$ cat src/rtl/uart_reg_bridge_if.sv
// rtl/uart_reg_bridge_if.sv - byte-stream and register-bus signals of the UART register bridge
interface uart_reg_bridge_if #(
   parameter int ADDR_W = 8,
   parameter int DATA_W = 16
);
   logic              rx_valid;
   logic              rx_ready;
   logic [7:0]        rx_data;
   logic              tx_valid;
   logic              tx_ready;
   logic [7:0]        tx_data;
   logic              reg_wr_en;
   logic              reg_rd_en;
   logic [ADDR_W-1:0] reg_addr;
   logic [DATA_W-1:0] reg_wdata;
   logic [DATA_W-1:0] reg_rdata;
   logic              reg_rd_valid;
   logic              busy;

   modport master (
      input  rx_valid, rx_data, tx_ready, reg_rdata, reg_rd_valid,
      output rx_ready, tx_valid, tx_data, reg_wr_en, reg_rd_en, reg_addr, reg_wdata, busy
   );

   modport slave (
      output rx_valid, rx_data, tx_ready, reg_rdata, reg_rd_valid,
      input  rx_ready, tx_valid, tx_data, reg_wr_en, reg_rd_en, reg_addr, reg_wdata, busy
   );
endinterface

$ cat src/rtl/uart_reg_bridge.sv
// rtl/uart_reg_bridge.sv - decodes UART command frames into register writes/reads and returns replies
module uart_reg_bridge #(
   parameter int TIMEOUT_CYCLES = 5000000,
   parameter int ADDR_W         = 8,
   parameter int DATA_W         = 16
) (
   input logic               clk,
   input logic               rst,
   uart_reg_bridge_if.master bus
);
   localparam int                CNT_W    = $clog2(TIMEOUT_CYCLES);
   localparam logic [CNT_W-1:0]  CNT_LAST = CNT_W'(TIMEOUT_CYCLES - 1);

   localparam logic [7:0] CMD_WR    = 8'h57;
   localparam logic [7:0] CMD_RD    = 8'h52;
   localparam logic [7:0] REPLY_ACK = 8'h4B;
   localparam logic [7:0] REPLY_BAD = 8'h3F;
   localparam logic [7:0] REPLY_TMO = 8'h21;

   typedef enum logic [3:0] {
      IDLE, GET_ADDR, GET_DHI, GET_DLO, DO_WR, DO_RD, RD_WAIT, SEND_HI, SEND_LO, SEND_1
   } state_t;

   state_t             state_q, state_d;
   logic               is_wr_q, is_wr_d;
   logic [ADDR_W-1:0]  addr_q, addr_d;
   logic [DATA_W-1:0]  wdata_q, wdata_d;
   logic [7:0]         rd_lo_q, rd_lo_d;
   logic [7:0]         tx_data_q, tx_data_d;
   logic               tx_valid_q, tx_valid_d;
   logic               rx_ready_q, rx_ready_d;
   logic               wr_en_q, wr_en_d;
   logic               rd_en_q, rd_en_d;
   logic               busy_q, busy_d;
   logic [CNT_W-1:0]   cnt_q, cnt_d;

   logic rx_fire;
   logic tx_fire;
   logic timed_out;
   logic counting;

   always_comb begin
      state_d   = state_q;
      is_wr_d   = is_wr_q;
      addr_d    = addr_q;
      wdata_d   = wdata_q;
      rd_lo_d   = rd_lo_q;
      tx_data_d = tx_data_q;
      rx_fire   = bus.rx_valid && rx_ready_q;
      tx_fire   = tx_valid_q && bus.tx_ready;
      timed_out = (cnt_q == CNT_LAST);

      case (state_q)
         IDLE: begin
            if (rx_fire) begin
               if (bus.rx_data == CMD_WR) begin
                  is_wr_d = 1'b1;
                  state_d = GET_ADDR;
               end else if (bus.rx_data == CMD_RD) begin
                  is_wr_d = 1'b0;
                  state_d = GET_ADDR;
               end else begin
                  tx_data_d = REPLY_BAD;
                  state_d   = SEND_1;
               end
            end
         end
         // Timeout takes priority: a byte landing on the timeout edge is dropped.
         GET_ADDR: begin
            if (timed_out) begin
               state_d = IDLE;
            end else if (rx_fire) begin
               addr_d  = bus.rx_data;
               state_d = is_wr_q ? GET_DHI : DO_RD;
            end
         end
         GET_DHI: begin
            if (timed_out) begin
               state_d = IDLE;
            end else if (rx_fire) begin
               wdata_d[15:8] = bus.rx_data;
               state_d       = GET_DLO;
            end
         end
         GET_DLO: begin
            if (timed_out) begin
               state_d = IDLE;
            end else if (rx_fire) begin
               wdata_d[7:0] = bus.rx_data;
               state_d      = DO_WR;
            end
         end
         DO_WR: begin
            tx_data_d = REPLY_ACK;
            state_d   = SEND_1;
         end
         DO_RD: begin
            state_d = RD_WAIT;
         end
         RD_WAIT: begin
            if (bus.reg_rd_valid) begin
               tx_data_d = bus.reg_rdata[15:8];
               rd_lo_d   = bus.reg_rdata[7:0];
               state_d   = SEND_HI;
            end else if (timed_out) begin
               tx_data_d = REPLY_TMO;
               state_d   = SEND_1;
            end
         end
         SEND_HI: begin
            if (tx_fire) begin
               tx_data_d = rd_lo_q;
               state_d   = SEND_LO;
            end
         end
         SEND_LO, SEND_1: begin
            if (tx_fire) begin
               state_d = IDLE;
            end
         end
         default: begin
            state_d = IDLE;
         end
      endcase

      // Any state change clears the counter, which covers accepted bytes and RD_WAIT entry.
      counting = (state_d == state_q) &&
                 (state_q == GET_ADDR || state_q == GET_DHI ||
                  state_q == GET_DLO  || state_q == RD_WAIT);
      if (!counting) begin
         cnt_d = '0;
      end else if (timed_out) begin
         cnt_d = cnt_q;
      end else begin
         cnt_d = cnt_q + CNT_W'(1);
      end

      rx_ready_d = (state_d == IDLE) || (state_d == GET_ADDR) ||
                   (state_d == GET_DHI) || (state_d == GET_DLO);
      tx_valid_d = (state_d == SEND_HI) || (state_d == SEND_LO) || (state_d == SEND_1);
      wr_en_d    = (state_d == DO_WR);
      rd_en_d    = (state_d == DO_RD);
      busy_d     = (state_d != IDLE);
   end

   always_ff @(posedge clk) begin
      if (!rst) begin
         state_q    <= IDLE;
         is_wr_q    <= 1'b0;
         addr_q     <= '0;
         wdata_q    <= '0;
         rd_lo_q    <= '0;
         tx_data_q  <= '0;
         tx_valid_q <= 1'b0;
         rx_ready_q <= 1'b0;
         wr_en_q    <= 1'b0;
         rd_en_q    <= 1'b0;
         busy_q     <= 1'b0;
         cnt_q      <= '0;
      end else begin
         state_q    <= state_d;
         is_wr_q    <= is_wr_d;
         addr_q     <= addr_d;
         wdata_q    <= wdata_d;
         rd_lo_q    <= rd_lo_d;
         tx_data_q  <= tx_data_d;
         tx_valid_q <= tx_valid_d;
         rx_ready_q <= rx_ready_d;
         wr_en_q    <= wr_en_d;
         rd_en_q    <= rd_en_d;
         busy_q     <= busy_d;
         cnt_q      <= cnt_d;
      end
   end

   assign bus.rx_ready  = rx_ready_q;
   assign bus.tx_valid  = tx_valid_q;
   assign bus.tx_data   = tx_data_q;
   assign bus.reg_wr_en = wr_en_q;
   assign bus.reg_rd_en = rd_en_q;
   assign bus.reg_addr  = addr_q;
   assign bus.reg_wdata = wdata_q;
   assign bus.busy      = busy_q;
endmodule

$ cat src/flat_wrapper.sv
// flat-port wrapper written by rule: the top's interface ports become plain ports
module uart_reg_bridge_flat 
#(
   parameter int TIMEOUT_CYCLES = 5000000,
   parameter int ADDR_W         = 8,
   parameter int DATA_W         = 16
)
  (clk, rst, bus_rx_valid, bus_rx_data, bus_tx_ready, bus_reg_rdata, bus_reg_rd_valid, bus_rx_ready, bus_tx_valid, bus_tx_data, bus_reg_wr_en, bus_reg_rd_en, bus_reg_addr, bus_reg_wdata, bus_busy);
  uart_reg_bridge_if #(.ADDR_W(ADDR_W), .DATA_W(DATA_W)) bus_i ();
  input logic clk;
  input logic rst;
  input wire logic [$bits(bus_i.rx_valid)-1:0] bus_rx_valid;
  input wire logic [$bits(bus_i.rx_data)-1:0] bus_rx_data;
  input wire logic [$bits(bus_i.tx_ready)-1:0] bus_tx_ready;
  input wire logic [$bits(bus_i.reg_rdata)-1:0] bus_reg_rdata;
  input wire logic [$bits(bus_i.reg_rd_valid)-1:0] bus_reg_rd_valid;
  output wire logic [$bits(bus_i.rx_ready)-1:0] bus_rx_ready;
  output wire logic [$bits(bus_i.tx_valid)-1:0] bus_tx_valid;
  output wire logic [$bits(bus_i.tx_data)-1:0] bus_tx_data;
  output wire logic [$bits(bus_i.reg_wr_en)-1:0] bus_reg_wr_en;
  output wire logic [$bits(bus_i.reg_rd_en)-1:0] bus_reg_rd_en;
  output wire logic [$bits(bus_i.reg_addr)-1:0] bus_reg_addr;
  output wire logic [$bits(bus_i.reg_wdata)-1:0] bus_reg_wdata;
  output wire logic [$bits(bus_i.busy)-1:0] bus_busy;
  assign bus_i.rx_valid = bus_rx_valid;
  assign bus_i.rx_data = bus_rx_data;
  assign bus_i.tx_ready = bus_tx_ready;
  assign bus_i.reg_rdata = bus_reg_rdata;
  assign bus_i.reg_rd_valid = bus_reg_rd_valid;
  assign bus_rx_ready = bus_i.rx_ready;
  assign bus_tx_valid = bus_i.tx_valid;
  assign bus_tx_data = bus_i.tx_data;
  assign bus_reg_wr_en = bus_i.reg_wr_en;
  assign bus_reg_rd_en = bus_i.reg_rd_en;
  assign bus_reg_addr = bus_i.reg_addr;
  assign bus_reg_wdata = bus_i.reg_wdata;
  assign bus_busy = bus_i.busy;
  uart_reg_bridge #(.TIMEOUT_CYCLES(TIMEOUT_CYCLES), .ADDR_W(ADDR_W), .DATA_W(DATA_W)) u_core (.clk(clk), .rst(rst), .bus(bus_i));
endmodule
$ cat config.mk
export PLATFORM = sky130hd
export DESIGN_NAME = uart_reg_bridge_flat
export DESIGN_NICKNAME = d
export VERILOG_FILES = /design/src/rtl/uart_reg_bridge_if.sv /design/src/rtl/uart_reg_bridge.sv /design/src/flat_wrapper.sv
export SDC_FILE = /design/constraint.sdc
export NUM_CORES = 1
export LEC_CHECK = 0
export ABC_AREA = 1
export CAP_MARGIN = 20
export CORE_UTILIZATION = 35
export CTS_CLUSTER_DIAMETER = 40
export CTS_CLUSTER_SIZE = 14
export DETAILED_ROUTE_END_ITERATION = 8
export HOLD_SLACK_MARGIN = 0.02
export PLACE_DENSITY = 0.64
export SLEW_MARGIN = 10
export SYNTH_ARGS = -nofsm -noshare
export SYNTH_HDL_FRONTEND = slang
export SYNTH_SLANG_ARGS = --single-unit
$ cat constraint.sdc
create_clock -name clk -period 5.9 [get_ports clk]
set_input_delay 1.18 -clock clk [delete_from_list [all_inputs] [get_ports clk]]
set_output_delay 1.18 -clock clk [all_outputs]
set_load 0.05 [all_outputs]
==> run summary <==
On the critical path the largest part of the delay comes from simple AND/OR/NAND/NOR gates. The net switching share of the total power came out at 39.0%. Setup repair after global routing left no endpoint under its margin. The type of the tightest min-delay check is flip-flop to flip-flop. Excluding fillers, the count of instances in the completed layout stands at 698. The most numerous cell type found on the critical path is nand3_1. Once the floorplan was initialized, standard cells occupied 36.0% of the core. The half-perimeter wire length after detailed placement came out at 5930 µm. The async set-reset flop share out of synthesis came out at 0%. The number of fill cells in the layout is 954. Clock tree synthesis selected as its root buffer the cell clkbuf_8. The number of iterations in the first detailed-routing pass is 5. The arrival time of the worst setup path is 3.28 ns. The area of the core came out at 9770 µm². The site row count is 36. The dominant synthesized flop cell is dfxtp_1. The number of warnings reported in the yosys synthesis log is 0. After clock tree synthesis, the clock-pin slew on the worst setup and hold paths is 0.09 ns. The hold buffer count at CTS is 0. The most common cell after layout, fill and taps aside is nand2_1. After synthesis, flip-flops and latches occupy 41.5% of the total area. The synthesized design contains 73 register bits.

The tool flagged a number of max-cap violations equal to 0. The largest clock skew in the final design is 0.0159 ns. The critical path goes through clkdlybuf4s50_1 > nand2_1 > nor3_1 > nand4_1 > nand3_1 > nand3_1 > nand2_1 > nand3_1 > nor2_2 > nand2_2 > nor2_1. The first global-routing pass estimated 13400 µm of wire. Of the cells placed in the final design, the portion with a size suffix greater than 1 is 12.0%. The aggregate negative setup slack is 0 ns. The post-cts repair resize count came out at 0. The number of distinct library cells after synthesis came out at 31. The number of buffers between clock root and the deepest sink came out at 2. The overall global routing resource usage is 16.3%. The average wire length per cell after detail routing came out at 11.7 µm. The placed instance count came out at 682.

The top cell types in the final layout, fill and taps aside, are nand2_1 (78), inv_1 (75), dfxtp_1 (73). The startpoint type of the worst setup path is a primary input. After the last flow step, the layout net total stands at 590. Hold timing on the final database bottoms out at a slack of 0.448 ns. The growth of design area from synthesis to finish is 26.3%. Of all nets on the critical path, the largest fanout is 23. Entering global routing, the biggest net connects 41 pins. Counting buffers and inverters, the worst setup path is 11 cells deep. After the first detailed-routing iteration, the DRC count stood at 187. The detailed router used layers up to and including met4. The weighted congestion reported at the end of routability-driven placement is 0.898.

The detailed router put a total of 4090 µm of wire on met1. In this design, the stage delay of the slowest critical-path cell is 0.56 ns. Measured against its own limit, the worst slew margin works out to 56.2%. Summing over every cut layer, the via total after detailed routing is 3183. The number of buffers and inverters on the critical path came out at 1. The depth of the worst register-to-register path is 11.

The number of setup buffers added after CTS is 0. The worst voltage drop across the vdd grid came out at 0.233 mV. The worst hold path passes through 2 cells. The timing-limited maximum frequency came out at 333 MHz. The critical path start-end classification is primary input to flip-flop.

The sequential power share came out at 41.7%. The synthesized area per cell is 7.08 µm². The completed layout was analyzed and its total power is 1360 µW. The routed length on met3 came out at 270 µm. The amount of wire on met2 after detailed routing is 3700 µm.

The post-synthesis cell area came out at 3520 µm². The power density of the placed cells is 306 nW/µm². The static power due to leakage is 0.00171 µW. The die height is 102 µm. The die area is 10500 µm². The relative contribution of the clock network to total power came out at 27.3%. The final max-slew violation count is 0. The final antenna diode count came out at 0.

TritonCTS built the clock tree. Dividing the detail-routed via count by the number of cells gives 4.56. Once detail routing completed, the nets flagged for antenna violations numbered 0.

The final non-filler cell area is 4440 µm². The transition time of the tightest slew-check pin is 0.655 ns. The critical path data required time is 6.17 ns.

The slowest stage of the critical path is the clkdlybuf4s50_1 cell. The H-tree depth reported by CTS is 3. For this run, design rule violations remaining after detail routing come to 0. The floorplan die width came out at 102 µm. Once placement finished, the instance area stood at 4260 µm².

The kind of capture point of the worst setup path is a flip-flop. The final hold violation count came out at 0. The switching power of the nets came out at 530 µW. The total congestion overflow after global routing came out at 0.

The final critical path takes up 50.9% of the cycle. The total number of clock tree sinks came out at 73. The via count of the first global-routing pass is 2868. Wires add up to 8140 µm. The instance count of the mapped netlist is 497. Buffers placed on the I/O ports in this run total 65. The initial antenna violation count came out at 0. The number of synthesized flops with an enable pin came out at 0. At the later pin of the worst-skew pair, clock insertion delay measures 0.36 ns.

The number of failing setup endpoints in the final timing report is 0. The number of nets in the synthesized netlist is 527. The run finished with clean final reports. The internal portion of the total power is 829 µW.

The number of top-level design ports came out at 66. Clock tree synthesis inserted a total of 9 buffers. Subtracting the final worst setup slack from the clock period gives 3.01 ns.

The fraction of power consumed by combinational cells came out at 31.0%.
[metal layers]
metal	global-route usage (%)	vias to the layer above
met5	0	-
met4	6.59	0
met3	2.67	5
met2	25.1	58
met1	22.7	1430
li1	-	1690
[power groups by stage]
stage / clock, µW / combinational [µW] / sequential [µW]
finish: 372 / 421 / 567
global route: 408 / 457 / 572
CTS: 386 / 420 / 567
detailed placement: 0 / 419 / 578
global placement: 0 / 418 / 579
floorplan: 0 / 159 / 703
[final cells by class]
| type | count | area, µm² | area share, % |
|---|---|---|---|
| Sequential cell | 73 | 1460 | 32.9 |
| Tap cell | 133 | 166 | 3.74 |
| Clock buffer | 9 | 124 | 2.79 |
| Multi-Input combinational cell | 325 | 1660 | 37.3 |
| Inverter | 85 | 319 | 7.18 |
| Clock inverter | 7 | 58.8 | 1.32 |
| Timing Repair Buffer | 66 | 658 | 14.8 |
[sequential cells by signal (all words and copies together) (netlist names)]
name                  count
u_core.bus.tx_valid       1
u_core.bus.rx_ready       1
u_core.bus.tx_data        8
u_core.is_wr_q            1
u_core.bus.busy           1
u_core.state_q            4
u_core.cnt_q             23
u_core.bus.reg_addr       8
u_core.bus.reg_wdata     16
u_core.bus.reg_rd_en      1
u_core.rd_lo_q            8
u_core.bus.reg_wr_en      1
[worst register-to-register path, delay by kind of cell, from the launching register on]
kind	cells	cell delay, ns
xor gates and xnor gates	1	0.15
adders and majority gates	1	0.24
DFF	1	0.39
buffers and inverters	1	0.07
and+or+nand+nor	8	1.66
[metrics by stage]
| stage | util, % | setup slack, ns |
|---|---|---|
| 2_1_floorplan | - | 3.49 |
| 4_1_cts | 45.5 | 2.91 |
| 6_report | 45.5 | 2.89 |
| 3_5_place_dp | 43.6 | 2.54 |
| 5_1_grt | 45.5 | 2.67 |
| 3_3_place_gp | 43.6 | 2.56 |
[cells by family (layout without fill, tap and decap cells)]
family / after synthesis / in the layout / share of synthesized area, %
compound gates: 94 / 94 / 13.7
flops: 73 / 73 / 41.5
fa+ha+maj: 1 / 1 / 0.356
simple gates: 208 / 208 / 27.5
buf+inv: 99 / 167 / 11.4
mux: 1 / 1 / 0.285
xor+xnor: 21 / 21 / 5.23
[Yosys cell counts, drive strengths merged (2+ instances only)]
| cell | number | area share [%] |
|---|---|---|
| o21ai | 47 | 6.7 |
| nor2 | 79 | 11 |
| nand4 | 9 | 1.6 |
| dfxtp | 73 | 42 |
| nand3 | 25 | 3.8 |
| buf | 9 | 1.8 |
| nor3 | 7 | 1.0 |
| xnor2 | 8 | 2.0 |
| clkbuf | 5 | 0.53 |
| a31oi | 2 | 0.36 |
| nand2 | 85 | 9.7 |
| inv | 85 | 9.1 |
| a21oi | 41 | 5.8 |
| xor2 | 13 | 3.2 |
[final timing paths]
kind                                         from                                    to  slack, ns
max                                bus_rx_data[4]          u_core.cnt_q[1]$_SDFFE_PN0N_       2.89
min          u_core.bus.reg_wdata[8]$_SDFFE_PN0P_  u_core.bus.reg_wdata[8]$_SDFFE_PN0P_       0.45
max reg2reg          u_core.cnt_q[0]$_SDFFE_PN0N_          u_core.cnt_q[1]$_SDFFE_PN0N_       3.24
min reg2reg  u_core.bus.reg_wdata[8]$_SDFFE_PN0P_  u_core.bus.reg_wdata[8]$_SDFFE_PN0P_       0.45
(Power assumes the default switching activity.)
